$ cat config.mk
export PLATFORM = sky130hd
export DESIGN_NAME = mlp_load_sequencer
export DESIGN_NICKNAME = d
export VERILOG_FILES = /design/src/rtl/mlp_seq_pkg.sv /design/src/rtl/mlp_seq_index_cnt.sv /design/src/rtl/mlp_load_sequencer.sv
export SDC_FILE = /design/constraint.sdc
export NUM_CORES = 1
export LEC_CHECK = 0
export ABC_AREA = 1
export BUFFER_PORTS_ARGS = -buffer_cell sky130_fd_sc_hd__buf_2
export CAP_MARGIN = 0
export CORE_ASPECT_RATIO = 1.2
export CORE_MARGIN = 2
export CORE_UTILIZATION = 44
export DETAILED_ROUTE_END_ITERATION = 8
export GPL_TIMING_DRIVEN = 0
export PLACE_DENSITY = 0.74
export SYNTH_ARGS = -nofsm -noshare
export SYNTH_HDL_FRONTEND = slang
export SYNTH_SLANG_ARGS = --single-unit
$ cat constraint.sdc
create_clock -name clk -period 1.4 [get_ports clk]
set_input_delay 0.07 -clock clk [delete_from_list [all_inputs] [get_ports clk]]
set_output_delay 0.07 -clock clk [all_outputs]
set_load 0.05 [all_outputs]
$ cat src/rtl/mlp_seq_pkg.sv
// Shared types and widths for the MLP load sequencer.
// TIMEOUT_CYCLES only matters when MLP_SEQ_TIMEOUT_EN is defined.
package mlp_seq_pkg;

  typedef enum logic [2:0] {
    S_IDLE    = 3'd0,
    S_L0_IN   = 3'd1,
    S_L0_WT   = 3'd2,
    S_LN_WT   = 3'd3,
    S_DRAIN   = 3'd4,
    S_READOUT = 3'd5
  } state_t;

  localparam int ROW_W        = 4;
  localparam int LAYER_W      = 3;
  localparam int BEAT_W       = 3;
  localparam int RESULT_CNT_W = 7;

  localparam logic LOAD_TYPE_INPUT  = 1'b1;
  localparam logic LOAD_TYPE_WEIGHT = 1'b0;

  localparam int TIMEOUT_CYCLES = 1024;
  localparam int TMO_W          = $clog2(TIMEOUT_CYCLES + 1);

endpackage

$ cat src/rtl/mlp_seq_index_cnt.sv
// Nested beat/row/layer counter. row_en lets layer 0 hold the row across
// its input half so the row only moves after the matching weight half.
module mlp_seq_index_cnt
  import mlp_seq_pkg::*;
#(
  parameter int BEATS  = 8,
  parameter int ROWS   = 16,
  parameter int LAYERS = 8
) (
  input  logic               clk,
  input  logic               rst_n,
  input  logic               inc,
  input  logic               row_en,
  input  logic               clear,
  output logic [BEAT_W-1:0]  beat,
  output logic [ROW_W-1:0]   row,
  output logic [LAYER_W-1:0] layer,
  output logic               beat_last,
  output logic               row_last,
  output logic               layer_last
);

  logic [BEAT_W-1:0]  beat_q,  beat_d;
  logic [ROW_W-1:0]   row_q,   row_d;
  logic [LAYER_W-1:0] layer_q, layer_d;

  assign beat_last  = (beat_q  == BEAT_W'(BEATS - 1));
  assign row_last   = (row_q   == ROW_W'(ROWS - 1));
  assign layer_last = (layer_q == LAYER_W'(LAYERS - 1));

  always_comb begin
    beat_d  = beat_q;
    row_d   = row_q;
    layer_d = layer_q;
    if (clear) begin
      beat_d  = '0;
      row_d   = '0;
      layer_d = '0;
    end else if (inc) begin
      if (beat_last) begin
        beat_d = '0;
        if (row_en) begin
          if (row_last) begin
            row_d   = '0;
            layer_d = layer_last ? '0 : layer_q + 1'b1;
          end else begin
            row_d = row_q + 1'b1;
          end
        end
      end else begin
        beat_d = beat_q + 1'b1;
      end
    end
  end

  always_ff @(posedge clk or negedge rst_n) begin
    if (!rst_n) begin
      beat_q  <= '0;
      row_q   <= '0;
      layer_q <= '0;
    end else begin
      beat_q  <= beat_d;
      row_q   <= row_d;
      layer_q <= layer_d;
    end
  end

  assign beat  = beat_q;
  assign row   = row_q;
  assign layer = layer_q;

endmodule

$ cat src/rtl/mlp_load_sequencer.sv
// Sequences one 8-layer inference: host words -> accelerator load beats, then
// forwards the result burst. Optional DRAIN/READOUT watchdog: MLP_SEQ_TIMEOUT_EN.
module mlp_load_sequencer
  import mlp_seq_pkg::*;
#(
  parameter int NUM_LAYERS    = 8,
  parameter int ROWS          = 16,
  parameter int BEATS_PER_ROW = 8,
  parameter int RESULT_BEATS  = 128
) (
  input  logic               clk,
  input  logic               rst_n,
  input  logic               start_i,
  input  logic               abort_i,
  input  logic               s_valid_i,
  input  logic [31:0]        s_data_i,
  output logic               s_ready_o,
  output logic               load_en_o,
  output logic [31:0]        load_payload_o,
  output logic               load_type_o,
  output logic [ROW_W-1:0]   input_load_number_o,
  output logic [LAYER_W-1:0] layer_number_o,
  output logic [BEAT_W-1:0]  weight_number_o,
  input  logic               result_valid_i,
  input  logic [31:0]        result_payload_i,
  output logic               m_valid_o,
  output logic [31:0]        m_data_o,
  output logic               busy_o,
  output logic               done_o,
  output logic               err_o
);

  state_t state_q, state_d;
  logic   busy_q, busy_d;
  logic   done_q, done_d;
  logic   load_en_q, load_en_d;
  logic [31:0]        payload_q, payload_d;
  logic               type_q, type_d;
  logic [ROW_W-1:0]   row_q, row_d;
  logic [LAYER_W-1:0] layer_q, layer_d;
  logic [BEAT_W-1:0]  wn_q, wn_d;
  logic               m_valid_q, m_valid_d;
  logic [31:0]        m_data_q, m_data_d;
  logic [RESULT_CNT_W-1:0] res_cnt_q, res_cnt_d;

  logic               cnt_inc, cnt_row_en, cnt_clear;
  logic [BEAT_W-1:0]  idx_beat;
  logic [ROW_W-1:0]   idx_row;
  logic [LAYER_W-1:0] idx_layer;
  logic               beat_last, row_last, layer_last;
  logic               accept, in_result;

`ifdef MLP_SEQ_TIMEOUT_EN
  logic [TMO_W-1:0] tmo_q, tmo_d;
  logic             err_q, err_d;
`endif

  mlp_seq_index_cnt #(
    .BEATS  (BEATS_PER_ROW),
    .ROWS   (ROWS),
    .LAYERS (NUM_LAYERS)
  ) u_idx (
    .clk        (clk),
    .rst_n      (rst_n),
    .inc        (cnt_inc),
    .row_en     (cnt_row_en),
    .clear      (cnt_clear),
    .beat       (idx_beat),
    .row        (idx_row),
    .layer      (idx_layer),
    .beat_last  (beat_last),
    .row_last   (row_last),
    .layer_last (layer_last)
  );

  assign s_ready_o = (state_q == S_L0_IN) || (state_q == S_L0_WT) || (state_q == S_LN_WT);
  assign accept    = s_valid_i & s_ready_o;
  assign in_result = (state_q == S_DRAIN) || (state_q == S_READOUT);

  always_comb begin
    state_d    = state_q;
    busy_d     = busy_q;
    done_d     = 1'b0;
    load_en_d  = 1'b0;
    payload_d  = payload_q;
    type_d     = type_q;
    row_d      = row_q;
    layer_d    = layer_q;
    wn_d       = wn_q;
    m_valid_d  = 1'b0;
    m_data_d   = m_data_q;
    res_cnt_d  = res_cnt_q;
    cnt_inc    = 1'b0;
    cnt_row_en = 1'b0;
    cnt_clear  = 1'b0;
`ifdef MLP_SEQ_TIMEOUT_EN
    tmo_d      = tmo_q;
    err_d      = err_q;
`endif

    // Load port snapshots the indices of the word being accepted.
    if (accept) begin
      load_en_d  = 1'b1;
      payload_d  = s_data_i;
      type_d     = (state_q == S_L0_IN) ? LOAD_TYPE_INPUT : LOAD_TYPE_WEIGHT;
      row_d      = idx_row;
      layer_d    = idx_layer;
      wn_d       = (state_q == S_L0_IN) ? '0 : idx_beat;
      cnt_inc    = 1'b1;
      cnt_row_en = (state_q != S_L0_IN);
    end

    if (in_result && result_valid_i) begin
      m_valid_d = 1'b1;
      m_data_d  = result_payload_i;
    end

    case (state_q)
      S_IDLE: begin
        // done_q high means a readout just finished; a start in that cycle is ignored.
        if (start_i && !done_q) begin
          state_d   = S_L0_IN;
          busy_d    = 1'b1;
          cnt_clear = 1'b1;
          res_cnt_d = '0;
`ifdef MLP_SEQ_TIMEOUT_EN
          err_d     = 1'b0;
`endif
        end
      end
      S_L0_IN: begin
        if (accept && beat_last) state_d = S_L0_WT;
      end
      S_L0_WT: begin
        if (accept && beat_last) state_d = row_last ? S_LN_WT : S_L0_IN;
      end
      S_LN_WT: begin
        if (accept && beat_last && row_last && layer_last) state_d = S_DRAIN;
      end
      S_DRAIN: begin
        if (result_valid_i) begin
          res_cnt_d = RESULT_CNT_W'(1);
          state_d   = S_READOUT;
        end
      end
      S_READOUT: begin
        if (result_valid_i) begin
          if (res_cnt_q == RESULT_CNT_W'(RESULT_BEATS - 1)) begin
            done_d  = 1'b1;
            busy_d  = 1'b0;
            state_d = S_IDLE;
          end else begin
            res_cnt_d = res_cnt_q + 1'b1;
          end
        end
      end
      default: state_d = S_IDLE;
    endcase

`ifdef MLP_SEQ_TIMEOUT_EN
    // Watchdog restarts on every result beat; expiry abandons the inference.
    if (in_result) begin
      if (result_valid_i) begin
        tmo_d = '0;
      end else if (tmo_q == TMO_W'(TIMEOUT_CYCLES - 1)) begin
        tmo_d   = '0;
        err_d   = 1'b1;
        busy_d  = 1'b0;
        state_d = S_IDLE;
      end else begin
        tmo_d = tmo_q + 1'b1;
      end
    end else begin
      tmo_d = '0;
    end
`endif

    if (abort_i) begin
      state_d   = S_IDLE;
      busy_d    = 1'b0;
      done_d    = 1'b0;
      load_en_d = 1'b0;
      m_valid_d = 1'b0;
      cnt_inc   = 1'b0;
      cnt_clear = 1'b1;
`ifdef MLP_SEQ_TIMEOUT_EN
      tmo_d     = '0;
`endif
    end
  end

  always_ff @(posedge clk or negedge rst_n) begin
    if (!rst_n) begin
      state_q   <= S_IDLE;
      busy_q    <= 1'b0;
      done_q    <= 1'b0;
      load_en_q <= 1'b0;
      payload_q <= '0;
      type_q    <= 1'b0;
      row_q     <= '0;
      layer_q   <= '0;
      wn_q      <= '0;
      m_valid_q <= 1'b0;
      m_data_q  <= '0;
      res_cnt_q <= '0;
    end else begin
      state_q   <= state_d;
      busy_q    <= busy_d;
      done_q    <= done_d;
      load_en_q <= load_en_d;
      payload_q <= payload_d;
      type_q    <= type_d;
      row_q     <= row_d;
      layer_q   <= layer_d;
      wn_q      <= wn_d;
      m_valid_q <= m_valid_d;
      m_data_q  <= m_data_d;
      res_cnt_q <= res_cnt_d;
    end
  end

`ifdef MLP_SEQ_TIMEOUT_EN
  always_ff @(posedge clk or negedge rst_n) begin
    if (!rst_n) begin
      tmo_q <= '0;
      err_q <= 1'b0;
    end else begin
      tmo_q <= tmo_d;
      err_q <= err_d;
    end
  end
  assign err_o = err_q;
`else
  assign err_o = 1'b0;
`endif

  assign busy_o              = busy_q;
  assign done_o              = done_q;
  assign load_en_o           = load_en_q;
  assign load_payload_o      = payload_q;
  assign load_type_o         = type_q;
  assign input_load_number_o = row_q;
  assign layer_number_o      = layer_q;
  assign weight_number_o     = wn_q;
  assign m_valid_o           = m_valid_q;
  assign m_data_o            = m_data_q;

endmodule

Word level (Yosys, flattened, before mapping)
Index checks and enable logic that the tools add are counted.
{"block": "classes", "n_addsub": 4, "eq_ne": 21, "mux": 48, "bitwise": 1, "n_reduce_logical": 21}
{"cell": "$mux 3", "count": 18}
{"cell": "$mux 7", "count": 4}
{"cell": "$pmux 7 s3", "count": 1}
{"cell": "$mux 4", "count": 5}
{"cell": "$pmux 3 s6", "count": 1}
{"cell": "$mux 1", "count": 17}
{"cell": "$eq 3x3->1 const B", "count": 4}
{"cell": "$ne 3x2->1 const B", "count": 4}
{"cell": "$ne 3x3->1 const B", "count": 3}
{"cell": "$ne 2x2->1 const B", "count": 4}
{"cell": "$reduce_and 4->1", "count": 2}
{"cell": "$reduce_bool 2->1", "count": 4}
{"cell": "$add 7x1->7 const B", "count": 1}
{"cell": "$eq 7x7->1 const B", "count": 1}
{"cell": "$reduce_and 7->1", "count": 1}
{"cell": "$add 3x1->3 const B", "count": 2}
{"cell": "$eq 3x2->1 const B", "count": 2}
{"cell": "$reduce_bool 3->1", "count": 2}
{"cell": "$logic_and 1x1->1", "count": 5}
{"cell": "$reduce_and 5->1", "count": 1}
{"cell": "$add 4x1->4 const B", "count": 1}
{"cell": "$eq 4x4->1 const B", "count": 1}
{"cell": "$eq 3x1->1 const B", "count": 1}
{"cell": "$logic_not 3->1", "count": 1}
{"cell": "other kinds (7)", "count": 9}
{"block": "word_totals", "reg_bits": 99, "in_bits": 70}

Depth between registers and ports, before layout
{"block": "depth", "ltp_word": 10, "ltp_mapped": 10, "mapped_depth_nobuf": 9}

Modules after synthesis
A second synthesis with hierarchy kept.
{"block": "unflattened", "cells_unflattened": 438, "hier_area_um2": 4484.3}
{"module": "mlp_load_sequencer", "instances": 1, "cells_each": 367, "area_per_inst_um2": 3897.5}
{"module": "mlp_seq_index_cnt", "instances": 1, "cells_each": 71, "area_per_inst_um2": 586.8}

Worst setup path before layout
No wires, ideal clock.
{"block": "synth_timing", "kind": "register -> register", "startpoint": "register state_q[1]", "endpoint": "register state_q[2]", "setup_ns": 0.066, "arrival_time_ns": 1.749, "required_ns": 1.334, "setup_slack_ns": -0.414, "stages_incl_launch_ff": 9, "path_buffers": 0, "cell_sequence": "dfrtp_1 -> nor2_1 -> nor2_1 -> nand2_1 -> inv_1 -> nand2_1 -> nand3_1 -> nand2_1 -> nand2_1"}
{"block": "synth_via", "elab_chain_len": 9, "word_cells_on_any_way": 22, "classes_between": "12 x eq/ne; 2 x mux; 1 x bitwise; 7 x reduce/logical"}
{"item": "start, declared", "line_no": "mlp_load_sequencer.sv:33", "source": "state_t state_q, state_d;"}
{"item": "start signal, assigned", "line_no": "mlp_load_sequencer.sv:207", "source": "state_q <= state_d;"}
{"item": "$eq 3x1->1 / $eq 3x2->1 (equally long branches)", "line_no": "mlp_load_sequencer.sv:76", "source": "assign s_ready_o = (state_q == S_L0_IN) || (state_q == S_L0_WT) || (state_q == S_LN_WT);"}
{"item": "$logic_or 1x1->1", "line_no": "mlp_load_sequencer.sv:76"}
{"item": "$logic_or 1x1->1 *", "line_no": "mlp_load_sequencer.sv:76"}
{"item": "via s_ready_o", "line_no": "mlp_load_sequencer.sv:17", "source": "output logic s_ready_o,"}
{"item": "$and 1x1->1 *", "line_no": "mlp_load_sequencer.sv:77", "source": "assign accept = s_valid_i & s_ready_o;"}
{"item": "$logic_and 1x1->1 *", "line_no": "mlp_load_sequencer.sv:132, mlp_load_sequencer.sv:135, mlp_load_sequencer.sv:138"}
{"item": "$logic_and 1x1->1 (2 in a row)", "line_no": "mlp_load_sequencer.sv:138", "source": "if (accept && beat_last && row_last && layer_last) state_d = S_DRAIN;"}
{"item": "$ne 3x2->1 (no line)"}
{"item": "$reduce_and 7->1 (no line) *"}
The timed path passes the listed nets; every way through them passes the cells marked *.
A chain may end at the register's enable or synchronous reset.

Worst setup path after layout
{"block": "layout_timing", "startpoint": "register state_q[1]", "endpoint": "register m_data_q[3] (netlist: m_data_o[3])"}
{"block": "layout_via", "elab_chain_len": 3, "word_cells_on_any_way": 4, "classes_between": "2 x eq/ne; 2 x reduce/logical"}
{"item": "$eq 3x3->1", "line_no": "mlp_load_sequencer.sv:78", "source": "assign in_result = (state_q == S_DRAIN) || (state_q == S_READOUT);"}
{"item": "$logic_or 1x1->1 *", "line_no": "mlp_load_sequencer.sv:78"}
{"item": "$logic_and 1x1->1 *", "line_no": "mlp_load_sequencer.sv:113", "source": "if (in_result && result_valid_i) begin"}
{"item": "end signal, assigned", "line_no": "mlp_load_sequencer.sv:217", "source": "m_data_q <= m_data_d;"}
{"item": "end, declared", "line_no": "mlp_load_sequencer.sv:43", "source": "logic [31:0] m_data_q, m_data_d;"}
Every way passes the cells marked *; elsewhere a longest branch is shown, timed or not.

==> run summary <==
max-slew violations: 0
actual slew at the worst max-slew pin: 0.625 ns
routed wl met3: 637 um
Critical Path End Type: register
Post-synth EDFFs: 0
CP Cell Sequence: nor2_4, nand2_4, buf_12, mux2_4
# fillers: 644
Post-Syn Area per Cell: 10.1 sq um
FFs w/ async S/R, synth: 100%
vias in the first global route: 4057
area of the multi-input gates: 1880 sq um
root buffer cell: clkbuf_16
Cells after DPL: 706
Synthesis Warnings: 0
Hold Path Class: input pin to register
total die area: 10800 sq um
CP Class: register to register
final worst slack: -0.0671 ns
DR top layer: met4
Post-Syn Instances: 433
MaxCap Viol Count: 0
met2 WL post-DR: 6770 um
Worst EP arrival: 1.69 ns
pin count of the biggest net entering global routing: 54
Mapped Nets: 509
slew margin rel.: 58.4%
post-synthesis cell type count: 35
Area contributors post-synth: dfrtp_1, nand2_1, mux2_4
Yosys top cell by area: dfrtp_1
Die W: 95.0 um
top-count cell post-synth: nand2_1
post-route clock skew: 0.00627 ns
vias per cell: 4.87
main flop type after synthesis: dfrtp_1
grt ovf: 0
PD cells: 2160 nW/um^2
DR vias: 3968
WL met1: 4570 um
fmax: 682 MHz
Synth Cell Area: 4380 sq um
CP required: 1.63 ns
period utilisation layout: 105%
Worst-path clk slew: 0.07 ns
Yosys top cell area share: 56.6%
slowest CP cell: dfrtp_2
Routed WL: 12300 um
clock sinks: 99
crit start category: register
Synth top cells by count: nand2_1, dfrtp_1, mux2_4
routability cong.: 0.777
total CTS buffers: 9
Setup-failing EPs final: 35
CP peak stage delay: 0.49 ns
Core Footprint: 9610 sq um
RSZ-0062 raised after global routing: yes
IO Port Bufs: 149
Chip Height: 113 um
dpl hpwl: 7210 um
Pre-antenna DRT Iters: 4
Initial Util: 45.5%
DR iter-0 viols: 173
Clock Path Buffers: 2
Yosys reg bits: 99
reg-to-reg slack, setup: -0.07 ns
Final #Nets: 761
TritonCTS clock tree: done
static leakage: 0.00364 uW
Overall Global Routing Usage: 23.0%
row count: 39
Seq/Total Area, Yosys: 56.6%
drt wl/cell: 15.1 um
Worst-Skew Late Latency: 0.34 ns
share of layout cells above drive strength 1: 43.1%
Layout area overhead: 54.0%
global-route wire length before repair: 19200 um
Tmin final: 1.47 ns
pre-CTS setup slack: -0.258 ns
Max VDD drop: 0.00145 V
Sum Neg Setup Slack: -1.65 ns
failing checks: negative setup slack
initial antenna violation count: 1
CP Max Fanout: 10
FF/Latch Area: 2480 sq um
status: complete, but fails checks
# DRC: 0
Hold Violations, Final: 0
H-tree depth reported by CTS: 3
IO Count: 151
Final ANT Viol Nets: 0
Finished Layout Cells: 814
==> critical path: cells and delay by family (launching register included) <==
family | cells | cell delay [ns]
DFF | 1 | 0.49
muxes | 1 | 0.30
and+or+nand+nor | 2 | 0.36
buffers and inverters | 1 | 0.18
==> power breakdown <==
part / leakage (uW) / total, uW / internal [uW] / switching, uW
logic: 0.00223 / 7810 / 2380 / 5440
clock network: 0.000132 / 2300 / 1250 / 1060
registers: 0.00128 / 4430 / 3830 / 591
total: 0.00364 / 14500 / 7460 / 7090
==> cell type report <==
cell class / count / area share, %
Multi-Input combinational cell: 287 / 27.9
Timing Repair Buffer: 242 / 24.9
Tap cell: 123 / 2.28
Inverter: 32 / 1.86
Buffer: 14 / 2.21
Clock buffer: 11 / 3.60
Sequential cell: 99 / 36.8
Clock inverter: 4 / 0.390
Antenna cell: 2 / 0.0743
==> placed cells by master, fill, tap and decap left out, types with 7 or more instances in the layout <==
master / n
buf_6: 10
inv_1: 22
buf_2: 148
dfrtp_1: 96
a21oi_1: 8
nand2_1: 146
nor2_1: 16
o21ai_2: 7
mux2_4: 29
clkbuf_16: 10
inv_2: 8
nand2_2: 9
nand3_1: 10
nor2_4: 9
buf_4: 23
dlygate4sd3_1: 66
==> timing repair <==
action | in CTS | in global routing
hold buffers | 66 | 0
setup buffers | 16 | 9
endpoints found under the setup margin | 92 | 67
endpoints found under the hold margin | 111 | 0
cloned | 0 | 2
gates resized for setup | 43 | 42
pin swaps | 15 | 14
==> sequential cells by signal, summed over array words and instances (netlist names) <==
register             flops
layer_number_o           3
u_idx.beat               3
m_data_o                32
busy_o                   1
input_load_number_o      4
state_q                  3
done_o                   1
load_en_o                1
u_idx.layer              3
load_payload_o          32
m_valid_o                1
load_type_o              1
weight_number_o          3
u_idx.row                4
res_cnt_q                7
==> cell families (layout without fill, tap and decap cells) <==
logic type / Yosys count / in the layout / synth area share [%]
and+or+nand+nor: 214 / 214 / 20.5
DFF: 99 / 99 / 56.6
muxes: 32 / 32 / 10.7
other: 1 / 3 / 0.0857
buffers and inverters: 47 / 303 / 5.06
adders and majority gates: 6 / 6 / 1.72
AOI/OAI and AO/OA: 30 / 30 / 4.49
xor gates and xnor gates: 4 / 4 / 0.801
==> through the flow <==
step	power, uW	hold WS [ns]	area, sq um	utilization (%)
3_3_place_gp	11300	0.267	5300	55.1
3_5_place_dp	11400	0.135	5330	55.4
5_1_grt	15300	0.0993	6740	70.1
4_1_cts	14200	0.0492	6520	67.8
2_1_floorplan	9730	-0.226	4400	-
6_report	14500	0.0582	6740	70.1
==> final timing paths <==
check | from | end | depth (start not counted)
setup / recovery | state_q[1] | m_data_o[3] | 4
hold / removal | result_valid_i | done_o | 3
setup reg to reg | state_q[1] | m_data_o[3] | 4
hold reg to reg | layer_number_o[1] | layer_number_o[1] | 2
max in group asynchronous | rst_n | load_payload_o[6] | 3
min in group asynchronous | rst_n | load_payload_o[29] | 2
==> layer usage <==
layer | up-vias | global-route usage (%)
li1 | 1889 | -
met1 | 1904 | 25.3
met2 | 147 | 42.4
met3 | 28 | 5.93
met4 | 0 | 8.02
met5 | - | 0
Note: power is estimated with default switching activity, not from simulation.
